$ cat config.mk
export PLATFORM = sky130hd
export DESIGN_NAME = seq_array_selector
export DESIGN_NICKNAME = d
export VERILOG_FILES = /design/src/rtl/seq_array_selector.sv
export SDC_FILE = /design/constraint.sdc
export NUM_CORES = 1
export LEC_CHECK = 0
export ABC_AREA = 1
export CORE_MARGIN = 2
export CORE_UTILIZATION = 40
export DETAILED_ROUTE_END_ITERATION = 8
export PLACE_DENSITY = 0.69
export REMOVE_ABC_BUFFERS = 1
export SLEW_MARGIN = 20
export SYNTH_ARGS = -nofsm -noshare
export SYNTH_HDL_FRONTEND = slang
export SYNTH_SLANG_ARGS = --single-unit
$ cat constraint.sdc
create_clock -name clk -period 4.07 [get_ports clk]
set_clock_uncertainty 0.1 [all_clocks]
set_input_delay 0.407 -clock clk [delete_from_list [all_inputs] [get_ports clk]]
set_output_delay 0.407 -clock clk [all_outputs]
set_load 0.005 [all_outputs]
$ cat src/rtl/seq_array_selector.sv
// Sequential multi-channel array selector: K channels pick one W-bit entry each,
// LANES channels per clock, with optional base-relative wrap-around addressing.
module seq_array_selector #(
  parameter int SIZE  = 16,
  parameter int K     = 4,
  parameter int W     = 8,
  parameter int LANES = 1,
  localparam int AW   = $clog2(SIZE),
  localparam int G    = K / LANES
) (
  input  logic              clk,
  input  logic              rst_n,
  input  logic              start,
  input  logic              mode,
  input  logic [AW-1:0]     base,
  input  logic [W*SIZE-1:0] data_array,
  input  logic [AW*K-1:0]   address_array,
  output logic              busy,
  output logic              done,
  output logic [W*K-1:0]    sel_array,
  output logic [K-1:0]      err_flags
);

  localparam int            GW      = (G > 1) ? $clog2(G) : 1;
  localparam logic [AW:0]   SIZE_W  = (AW+1)'(SIZE);
  localparam logic [GW-1:0] LAST_G  = GW'(G - 1);

  if (K % LANES != 0) begin : g_lanes_check
    $error("seq_array_selector: K must be a multiple of LANES");
  end
  if (SIZE < 2) begin : g_size_check
    $error("seq_array_selector: SIZE must be at least 2");
  end

  typedef enum logic [1:0] {IDLE, RUN, DONE} state_t;

  state_t        state_q, state_d;
  logic [GW-1:0] grp_q, grp_d;
  logic          busy_d, done_d;
  logic          cap_en;

  logic [W*SIZE-1:0] data_p0;
  logic [AW*K-1:0]   addr_p0;
  logic              mode_p0;
  logic [AW-1:0]     base_p0;

  logic [AW-1:0] lane_addr [LANES];
  logic [AW-1:0] lane_ea   [LANES];
  logic          lane_err  [LANES];
  logic [W-1:0]  lane_res  [LANES];

  // Returns {err, ea}; the relative wrap is only meaningful for in-range operands.
  function automatic logic [AW:0] eff_addr(input logic m, input logic [AW-1:0] a,
                                           input logic [AW-1:0] b);
    logic [AW:0]   sum;
    logic [AW-1:0] ea;
    logic          err;
    err = ({1'b0, a} >= SIZE_W) || (m && ({1'b0, b} >= SIZE_W));
    sum = {1'b0, a} + {1'b0, b};
    if (sum >= SIZE_W) ea = AW'(sum - SIZE_W);
    else               ea = AW'(sum);
    if (!m) ea = a;
    return {err, ea};
  endfunction

  // Control: two-process FSM with registered busy/done.
  always_comb begin
    state_d = state_q;
    grp_d   = grp_q;
    busy_d  = busy;
    done_d  = 1'b0;
    cap_en  = 1'b0;
    unique case (state_q)
      IDLE: begin
        if (start) begin
          cap_en  = 1'b1;
          grp_d   = '0;
          busy_d  = 1'b1;
          state_d = RUN;
        end
      end
      RUN: begin
        grp_d = grp_q + 1'b1;
        if (grp_q == LAST_G) begin
          grp_d   = '0;
          busy_d  = 1'b0;
          done_d  = 1'b1;
          state_d = DONE;
        end
      end
      DONE: begin
        state_d = IDLE;
      end
      default: begin
        state_d = IDLE;
        busy_d  = 1'b0;
      end
    endcase
  end

  always_ff @(posedge clk or negedge rst_n) begin
    if (!rst_n) begin
      state_q <= IDLE;
      grp_q   <= '0;
      busy    <= 1'b0;
      done    <= 1'b0;
    end else begin
      state_q <= state_d;
      grp_q   <= grp_d;
      busy    <= busy_d;
      done    <= done_d;
    end
  end

  // Stage p0 -> lanes: shared resolvers look up the current group's channels.
  always_comb begin
    for (int l = 0; l < LANES; l++) begin
      lane_addr[l] = addr_p0[(int'(grp_q) * LANES + l) * AW +: AW];
      {lane_err[l], lane_ea[l]} = eff_addr(mode_p0, lane_addr[l], base_p0);
      lane_res[l] = '0;
      if (!lane_err[l]) begin
        for (int j = 0; j < SIZE; j++) begin
          if (lane_ea[l] == AW'(j)) lane_res[l] = data_p0[j*W +: W];
        end
      end
    end
  end

  // Capture on accepted start; write back one group per RUN cycle.
  always_ff @(posedge clk or negedge rst_n) begin
    if (!rst_n) begin
      data_p0   <= '0;
      addr_p0   <= '0;
      mode_p0   <= 1'b0;
      base_p0   <= '0;
      sel_array <= '0;
      err_flags <= '0;
    end else if (cap_en) begin
      data_p0   <= data_array;
      addr_p0   <= address_array;
      mode_p0   <= mode;
      base_p0   <= base;
      sel_array <= '0;
      err_flags <= '0;
    end else if (state_q == RUN) begin
      for (int i = 0; i < K; i++) begin
        if (GW'(i / LANES) == grp_q) begin
          sel_array[i*W +: W] <= lane_res[i % LANES];
          err_flags[i]        <= lane_err[i % LANES];
        end
      end
    end
  end

endmodule

==> metrics.md, run 1 <==
| Metric | Value |
|---|---|
| Status | `complete, but fails checks` |
| Failing checks | `negative hold slack` |
| Drc violations | `0` |
| Yosys cell types | `33` |
| Reg2reg start | `grp_q[1]` |
| Reg power frac | `32.3%` |
| Core region area | `about 21000 um^2` |
| TritonCTS Sinks | `187` |
| Ys async rst share | `100%` |
| Final #Nets | `around 1400` |
| Top cells by count, synth | `nand2_1 (554), dfrtp_1 (187), inv_1 (72)` |
| Post-synth top area share | `between 50% and 60%` |
| RSZ-0062 raised after global routing | `no` |
| Slew HR | `34.2%` |
| Worst reg2reg setup slack | `360 ps` |
| Critical Path AT | `3930 ps` |
| Setup crit start | `grp_q[1]` |
| GR Overflow Total | `0` |
| Area delta synth->final | `31.4%` |
| Netlist Area Pre-Place | `8680 um^2` |
| Switch Pwr | `4.68 mW` |
| Num CTS Buffers | `17` |
| Routed Antenna Nets | `0` |
| Crit path to | `sel_array[14]` |
| Comb pwr share | `51.5%` |
| Critical path data required time | `4290 ps` |
| Most common cell in the netlist | `nand2_1` |
| Hold Path Class | `input pin to async pin` |
| Post-route minimum period | `3710 ps` |
| WL/cell | `15.2 um` |
| YS warnings | `0` |
| Setup-failing EPs final | `0` |
| Pwr dens | `between 800 and 900 nW/um^2` |
| Largest net degree at the start of global routing | `122` |
| Util after Layout | `a little over half` |
| Top_reg_cell synth | `dfrtp_1` |
| Initial DRC Count | `~600` |
| Die width | `~150 um` |
| Die Y | `151 um` |
| CP max FO | `8` |
| EDFF count, synth | `0` |
| Fin. max-slew vios | `0` |
| Clock Pin Slew Worst Setup and Hold Paths | `around 80 ps` |
| Antenna Cells | `0` |
| Drt total wl | `23900 um` |
| Die ar. | `around 23000 um^2` |
| Worst slew pin tran | `987 ps` |
| VDD IR-drop max | `352 uV` |
| Hold_ws | `-5.34 ps` |
| CTS Buffer Depth | `2` |
| Clock Latency Late Sink | `430 ps` |
| Int Power | `5.38 mW` |
| First-pass GRT wire length | `38200 um` |
| Fin crit share | `around nine tenths` |
| Final Wtd Congestion | `between 0.8 and 0.9` |
| Max-Cap Viols | `0` |
| Drt first pass iters | `5` |
| Gr usage total | `21.6%` |
| DP HPWL | `16900 um` |
| Synth area leaders | `dfrtp_1 (54%), nand2_1 (24%), inv_1 (3.1%), nand3_1 (3.1%), nand4_1 (3.1%)` |
| Sequential element share of the synthesized area | `53.9%` |
| Seq cells post-synth | `187` |
| CTS H-Tree Depth | `4` |
| Cell row count | `between 50 and 60` |
| Ports | `190` |
| CTS tree | `yes` |
| TNS Setup | `0 ps` |
| Gate Count Post-Synth | `1106` |
| Yosys top cell by area | `dfrtp_1` |
| Worst setup EP type | `register` |
| Layout cell share with drive strength beyond 1 | `6.27%` |
| R2r worst-path depth | `22` |
| Fill count | `2017` |
| Initial Util | `41.0%` |
| Clock power share | `16.2%` |
| CP startpoint kind | `register` |
| Initial antenna violation count | `0` |
| Sw Ratio | `between 40% and 50%` |
| Area of the multi-input gates | `3520 um^2` |
| Reg area | `between 4000 and 5000 um^2` |
| Leakage | `5.63 nW` |
| Via density | `4.84` |
| Buffers added on ports | `roughly 190` |
| Mean Syn Cell Area | `7.85 um^2` |
| Root Buffer | `clkbuf_16` |
| Vias | `7585` |
| Final hold viol count | `2` |
| Reg2reg end | `sel_array[14]` |
| CP Class | `register to register` |
| Vias in the first global route | `7395` |
| Fmax | `0.270 GHz` |
## worst min path at each step
stage	end	slack [ps]	cells after the start
after floorplan	addr_p0[0]	10	0
after global placement	busy	340	1
after detailed placement	sel_array[19]	370	2
after CTS	data_p0[18]	70	1
after global routing	data_p0[18]	80	1
final	data_p0[17]	-5	1
## kinds of logic (layout without fill, tap and decap cells)
| family | Yosys count | count (layout) | share of synthesized area [%] |
|---|---|---|---|
| fa+ha+maj | 8 | 8 | 1.24 |
| compound gates | 69 | 69 | 4.25 |
| flops | 187 | 187 | 53.9 |
| other cells | 1 | 4 | 0.0432 |
| buf+inv | 126 | 308 | 5.95 |
| simple gates | 714 | 714 | 34.5 |
| xor+xnor | 1 | 1 | 0.101 |
## cell type report
class,count,area share (%)
sequential,187,41.0
multi-input combinational,796,30.9
timing repair buffer,195,17.2
clock buffer,19,3.88
tap,275,3.02
inverter,81,2.77
clock inverter,13,1.18
## critical path: stages (launching register included)
cell     delay, ps
dfrtp_2        480
inv_2          140
nand3_1         80
nand2_1        120
inv_1           60
ha_1           210
inv_1           90
fa_1           400
or2_1          240
nand2_2        150
nand2_2        120
inv_2          110
nand3_4        110
inv_2          140
nand2_1         60
nand2_1         60
nand4_1        120
nand2_1        110
nand4_1        110
nor3_2         150
nand4_1        240
nand3_1        150
nand2_1         70
## per-stage QoR
step | instances | power, mW | setup slack [ps] | cell area, um^2
6_report | 1566 | 10.1 | 364 | 11400
5_1_grt | 1566 | 11.0 | 24.1 | 11400
4_1_cts | 1564 | 10.1 | 149 | 11400
3_5_place_dp | 1532 | 8.39 | 185 | 10800
3_3_place_gp | 1532 | 8.28 | 287 | 10800
2_1_floorplan | 1064 | 6.61 | -2650 | 8490
## layer usage
metal	routed length, um	part of all wire [%]	global-route usage, %
met2	10600	45	32.3
met3	1730	7.2	3.83
met4	461	1.9	7.24
met5	0	0	0
met1	11000	46	31.6
## state kept, by name (all words and copies together) (netlist names)
name and cells:
mode_p0 1, done 1, state_q 2, addr_p0 16
data_p0 128, grp_q 2, sel_array 32, base_p0 4
busy 1
## power by group through the flow
stage / Combinational, mW / Sequential (mW) / Clock [mW]
2_1_floorplan: 3.50 / 3.11 / 0
3_3_place_gp: 5.01 / 3.27 / 0
3_5_place_dp: 5.14 / 3.25 / 0
4_1_cts: 5.15 / 3.25 / 1.67
5_1_grt: 5.88 / 3.34 / 1.75
6_report: 5.18 / 3.25 / 1.63
## layout by cell type (no fill, tap or decap), drive strengths merged
cell,synthesis,routed
or2,2,2
nor3,10,10
ha,7,7
a21oi,20,20
buf,23,10
dfrtp,187,187
a22o,1,1
nand4,44,44
bufinv,0,1
inv,81,86
xnor2,1,1
fa,1,1
o21ai,46,46
o21bai,2,2
conb,1,4
nand2,560,560
clkdlybuf4s50,0,184
nand3,59,59
clkinv,0,4
clkinvlp,0,3
nor2,39,39
clkbuf,22,20
## what timing repair did
action	4_1_cts	5_1_grt
hold buffers	0	0
setup buffers	0	2
endpoints found under the setup margin	0	32
gates resized for setup	0	5
Power figures use the tool's default switching activity.
==> run 2: changes to the inputs <==
--- a/config.mk
+++ b/config.mk
@@ -7,9 +7,10 @@
 export LEC_CHECK = 0
 export ABC_AREA = 1
 export CORE_MARGIN = 2
-export CORE_UTILIZATION = 40
+export CORE_UTILIZATION = 50
 export DETAILED_ROUTE_END_ITERATION = 8
-export PLACE_DENSITY = 0.69
+export GPL_ROUTABILITY_DRIVEN = 0
+export PLACE_DENSITY = 0.79
 export REMOVE_ABC_BUFFERS = 1
 export SLEW_MARGIN = 20
 export SYNTH_ARGS = -nofsm -noshare
==> metrics.md, run 2 (synthesized netlist as in run 1, its figures left out) <==
| Metric | Value |
|---|---|
| TritonCTS Sinks | `187` |
| CTS H-Tree Depth | `4` |
| DP Area | `10700 um^2` |
| Worst Path Buf+Inv | `5` |
| Root Buffer | `clkbuf_16` |
| GR peak layer | `met2` |
| Cell row count | `between 40 and 50` |
| Met2 usage | `41.3%` |
| Status | `complete, but fails checks` |
| Core region area | `17100 um^2` |
| Routed Antenna Nets | `0` |
| Final #Nets | `roughly 1400` |
| Post-route minimum period | `3830 ps` |
| Final hold viol count | `4` |
| Die ar. | `18400 um^2` |
| Initial Util | `about half` |
| Area of the multi-input gates | `around 3500 um^2` |
| Drc violations | `0` |
| CP startpoint kind | `register` |
| Fin crit share | `about 94%` |
| Drt total wl | `about 24000 um` |
| Hold_ws | `-17.1 ps` |
| Reg2reg start | `grp_q[0]` |
| Util after Layout | `between 60% and 70%` |
| Failing checks | `negative hold slack` |
| Setup-failing EPs final | `0` |
| Hold Path Class | `input pin to async pin` |
| Fmax | `0.261 GHz` |
| Via density | `5.17` |
| Die Y | `136 um` |
| Gr usage total | `26.7%` |
| Biggest regs | `data_p0: 128 flops, sel_array: 32 flops, addr_p0: 16 flops` |
| Max FFs per register | `around 130` |
| Design Area, Final | `11400 um^2` |
| Vias | `7872` |
| Die width | `136 um` |
| Fill count | `1376` |
| Num CTS Buffers | `17` |
| Area delta synth->final | `31.5%` |
| Vias in the first global route | `around 7500` |
| Biggest register | `data_p0` |
| WL/cell | `~16 um` |
| Max-Cap Viols | `0` |
| Clock Latency Late Sink | `440 ps` |
| Most common cell after layout, fill and taps aside | `nand2_1` |
| Initial DRC Count | `632` |
| Ports | `190` |
| Buffers added on ports | `~190` |
| Fin. max-slew vios | `0` |
| Critical path data required time | `4300 ps` |
| Reg2reg end | `sel_array[14]` |
| R2r worst-path depth | `23` |
| Worst setup EP type | `register` |
| CTS Buffer Depth | `2` |
| Worst reg2reg setup slack | `240 ps` |
| Critical Path Slowest Stage Cell | `dfrtp_2` |
| CTS tree | `yes` |
| DP HPWL | `around 16000 um` |
| Largest net degree at the start of global routing | `120` |
| Most used cell, CP | `nand2_1` |
| Slew HR | `36.2%` |
| Drt first pass iters | `5` |
| Clock Pin Slew Worst Setup and Hold Paths | `70 ps` |
| First-pass GRT wire length | `38100 um` |
| Critical path's top delay family | `simple AND/OR/NAND/NOR gates` |
| Grt met1 use | `37.3%` |
| Largest stage delay, worst path | `~440 ps` |
| Critical Path AT | `4060 ps` |
| Pwr dens | `slightly below 900 nW/um^2` |
| CP max FO | `10` |
| Setup crit start | `grp_q[0]` |
| Reg area | `4680 um^2` |
| Leakage | `5.68 nW` |
| VDD IR-drop max | `477 uV` |
| GR Overflow Total | `0` |
| Initial antenna violation count | `0` |
| CP Class | `register to register` |
| Antenna Cells | `0` |
| Worst slew pin tran | `957 ps` |
| Layout cell share with drive strength beyond 1 | `6.86%` |
| Pwr Total | `around 10 mW` |
| Met3 Use GR | `6.70%` |
| Most frequent cells in the layout | `nand2_1 (554), dfrtp_1 (185), clkdlybuf4s50_1 (184), inv_1 (71), nand3_1 (53)` |
| Cell Chain, Critical Path | `clkinv_4 -> nand2_1 -> nand3_1 -> nand2_1 -> inv_1 -> ha_1 -> inv_1 -> fa_1 -> or2_1 -> nand2_4 -> nand2_2 -> inv_2 -> nand3_4 -> inv_4 -> nand2_1 -> nand2_1 -> nand4_1 -> nand2_1 -> nand4_1 -> nor3_2 -> nand4_1 -> nand3_1 -> nand2_1` |
[run 2: what timing repair did]
item | in CTS | in global routing
resized for setup | 0 | 9
setup endpoints to repair | 0 | 32
hold buffers | 0 | 0
hold endpoints to repair | 0 | 0
setup buffers | 0 | 7
[run 2: worst max path at each step]
stage                               end  slack [ps]  depth (start not counted)
after floorplan            sel_array[0]       -2650                          5
after global placement    sel_array[30]         340                         23
after detailed placement   sel_array[6]         170                         23
after CTS                 sel_array[14]          80                         23
after global routing      sel_array[14]          -5                         23
final                     sel_array[14]         240                         23
[run 2: worst reg2reg max path: cells and delay by family (launching register included)]
kind,cells,cell delay (ps)
adder cells (fa/ha/maj),2,600
buffers and inverters,5,460
flip-flops,1,440
AND/OR/NAND/NOR,16,2110
[run 2: power breakdown]
part	switching, mW	internal (mW)	leakage [nW]
Combinational	3.49	1.81	3.06
Sequential	0.497	2.74	2.33
Clock	0.779	0.886	0.285
Total	4.77	5.44	5.68
[run 2: metal layers]
metal | part of all wire [%] | wire length, um | vias to the layer above
met5 | 0 | 0 | -
met4 | 1.7 | 405 | 0
met3 | 8.7 | 2060 | 33
met2 | 46 | 10900 | 350
met1 | 44 | 10400 | 3670
li1 | - | - | 3819
[run 2: metrics by stage]
step                worst slack (ps)  hold slack (ps)  setup TNS, ps  cells
detailed placement               171              342              0   1483
finish                           236            -17.1              0   1523
CTS                             82.3             50.4              0   1515
floorplan                      -2650             11.4        -439340   1064
global placement                 339              347              0   1483
global route                   -4.92             87.1          -4.92   1523
[run 2: cell type report]
type | count | area share, %
inverters | 81 | 2.84
clock inverters | 14 | 1.33
multi-input cells | 796 | 30.9
flip-flops and latches | 187 | 41.0
well taps | 225 | 2.46
repair buffers | 202 | 17.7
clock buffers | 18 | 3.84
==> run 3: changes to the inputs <==
--- a/config.mk
+++ b/config.mk
@@ -12,7 +12,8 @@
 export GPL_ROUTABILITY_DRIVEN = 0
 export PLACE_DENSITY = 0.79
 export REMOVE_ABC_BUFFERS = 1
-export SLEW_MARGIN = 20
+export SKIP_CTS_REPAIR_TIMING = 1
+export SLEW_MARGIN = 15
 export SYNTH_ARGS = -nofsm -noshare
 export SYNTH_HDL_FRONTEND = slang
 export SYNTH_SLANG_ARGS = --single-unit
==> metrics.md, run 3 (synthesized netlist as in run 1, its figures left out) <==
| Metric | Value |
|---|---|
| Fin crit share | `94.8%` |
| Status | `complete, but fails checks` |
| Pwr Total | `10.2 mW` |
| Die Y | `136 um` |
| CP max FO | `10` |
| Most common cell after layout, fill and taps aside | `nand2_1` |
| Critical path data required time | `4300 ps` |
| Vias in the first global route | `7526` |
| Drc violations | `0` |
| TritonCTS Sinks | `187` |
| Die ar. | `approximately 18000 um^2` |
| Max FFs per register | `128` |
| Hold_ws | `-26.5 ps` |
| CTS tree | `yes` |
| CTS H-Tree Depth | `4` |
| Fin. max-slew vios | `0` |
| DP HPWL | `between 15000 and 20000 um` |
| Root Buffer | `clkbuf_16` |
| Num CTS Buffers | `17` |
| GR Overflow Total | `0` |
| Sw Ratio | `46.8%` |
| Via density | `just over 5` |
| Critical Path AT | `just over 4000 ps` |
| Max-Cap Viols | `0` |
| Layout cell share with drive strength beyond 1 | `6.78%` |
| Drt first pass iters | `5` |
| Failing checks | `negative hold slack` |
| CP startpoint kind | `register` |
| Initial antenna violation count | `0` |
| Post-route minimum period | `3860 ps` |
| CP Class | `register to register` |
| Fmax | `between 0.2 and 0.3 GHz` |
| Setup-failing EPs final | `0` |
| Int Power | `5.43 mW` |
| Switch Pwr | `approximately 4.8 mW` |
| VDD IR-drop max | `477 uV` |
| Biggest register | `data_p0` |
| Worst setup EP type | `register` |
| Cell row count | `48` |
| Most frequent cells in the layout | `nand2_1 (554), dfrtp_1 (185), clkdlybuf4s50_1 (184), inv_1 (71), nand3_1 (53)` |
| Die width | `136 um` |
| Antenna Cells | `0` |
| First-pass GRT wire length | `38100 um` |
| Vias | `7889` |
| Hold Path Class | `input pin to async pin` |
| Setup crit start | `grp_q[0]` |
| Buffers added on ports | `approximately 190` |
| Slew HR | `24.4%` |
| Worst slew pin tran | `~1100 ps` |
| Pre-CTS setup slack | `approximately 170 ps` |
| Leakage | `5.67 nW` |
| TNS Setup | `0 ps` |
| Clock power share | `about 16%` |
| Drt total wl | `23800 um` |
| Reg2reg start | `grp_q[0]` |
| Final hold viol count | `6` |
| Core region area | `17100 um^2` |
| Largest net degree at the start of global routing | `120` |
| Setup WS post-layout | `211 ps` |
| Initial Util | `50.7%` |
| WL/cell | `roughly 16 um` |
| Final #Nets | `1444` |
| Reg power frac | `a little under a third` |
| Initial DRC Count | `691` |
| Area delta synth->final | `31.3%` |
| Clock Latency Late Sink | `about 440 ps` |
| Clock Pin Slew Worst Setup and Hold Paths | `roughly 70 ps` |
| Pwr dens | `896 nW/um^2` |
| Routed Antenna Nets | `0` |
| Gr usage total | `about a quarter` |
| Comb pwr share | `51.9%` |
| CTS Buffer Depth | `2` |
| Ports | `190` |
| Biggest regs | `data_p0: 128 flops, sel_array: 32 flops, addr_p0: 16 flops` |
[run 3: cell types whose count changed in the layout (fill, tap and decap cells not counted)]
| cell | before | now |
|---|---|---|
| buf_12 | 3 | 2 |
[run 3: power by group through the flow]
stage	combinational, mW	sequential [mW]	clock [mW]
4_1_cts	5.17	3.23	1.68
6_report	5.30	3.25	1.67
3_3_place_gp	4.92	3.24	0
5_1_grt	5.95	3.33	1.76
2_1_floorplan	3.50	3.11	0
3_5_place_dp	5.11	3.23	0
[run 3: layout make-up]
cell class	instances	area, um^2
Tap cell	225	282
Inverter	81	324
Multi-Input combinational cell	796	3530
Sequential cell	187	4680
Fill cell	1384	5710
Clock buffer	18	439
Timing Repair Buffer	201	2000
Clock inverter	14	151
[run 3: worst paths after layout]
kind,slack (ps),depth (start not counted),endpoint
max,210,23,sel_array[30]
min,-30,1,data_p0[12]
max reg2reg,210,23,sel_array[30]
min reg2reg,360,1,busy
max in group asynchronous,2960,2,data_p0[30]
min in group clk,360,1,busy
[run 3: critical path, cell delays in order, from the launching register on]
cell	delay (ps)
dfrtp_2	440
clkinv_4	110
nand2_1	70
nand3_1	60
nand2_1	120
inv_1	60
ha_1	200
inv_1	80
fa_1	400
or2_1	260
nand2_4	120
nand2_2	110
inv_2	100
nand3_4	120
inv_4	120
nand2_1	80
nand2_1	70
nand4_1	110
nand2_1	110
nand4_1	110
nor3_2	260
nand4_1	300
nand3_1	180
nand2_1	60
[run 3: layer usage]
layer / global-route usage, % / up-vias / share of wire (%) / wire length [um]
li1: - / 3816 / - / -
met1: 37.3 / 3678 / 44 / 10400
met2: 41.3 / 359 / 46 / 10800
met3: 6.70 / 36 / 9.1 / 2170
met4: 8.62 / 0 / 1.8 / 423
met5: 0 / - / 0 / 0
[run 3: stage by stage]
stage               area, um^2  utilization, %  instances  hold slack [ps]
floorplan                 8490               -       1064             11.4
global placement         10700            62.7       1483              347
detailed placement       10700            62.7       1483              342
CTS                      11300            66.2       1515             50.4
global route             11400            66.6       1522             87.1
finish                   11400            66.6       1522            -26.5
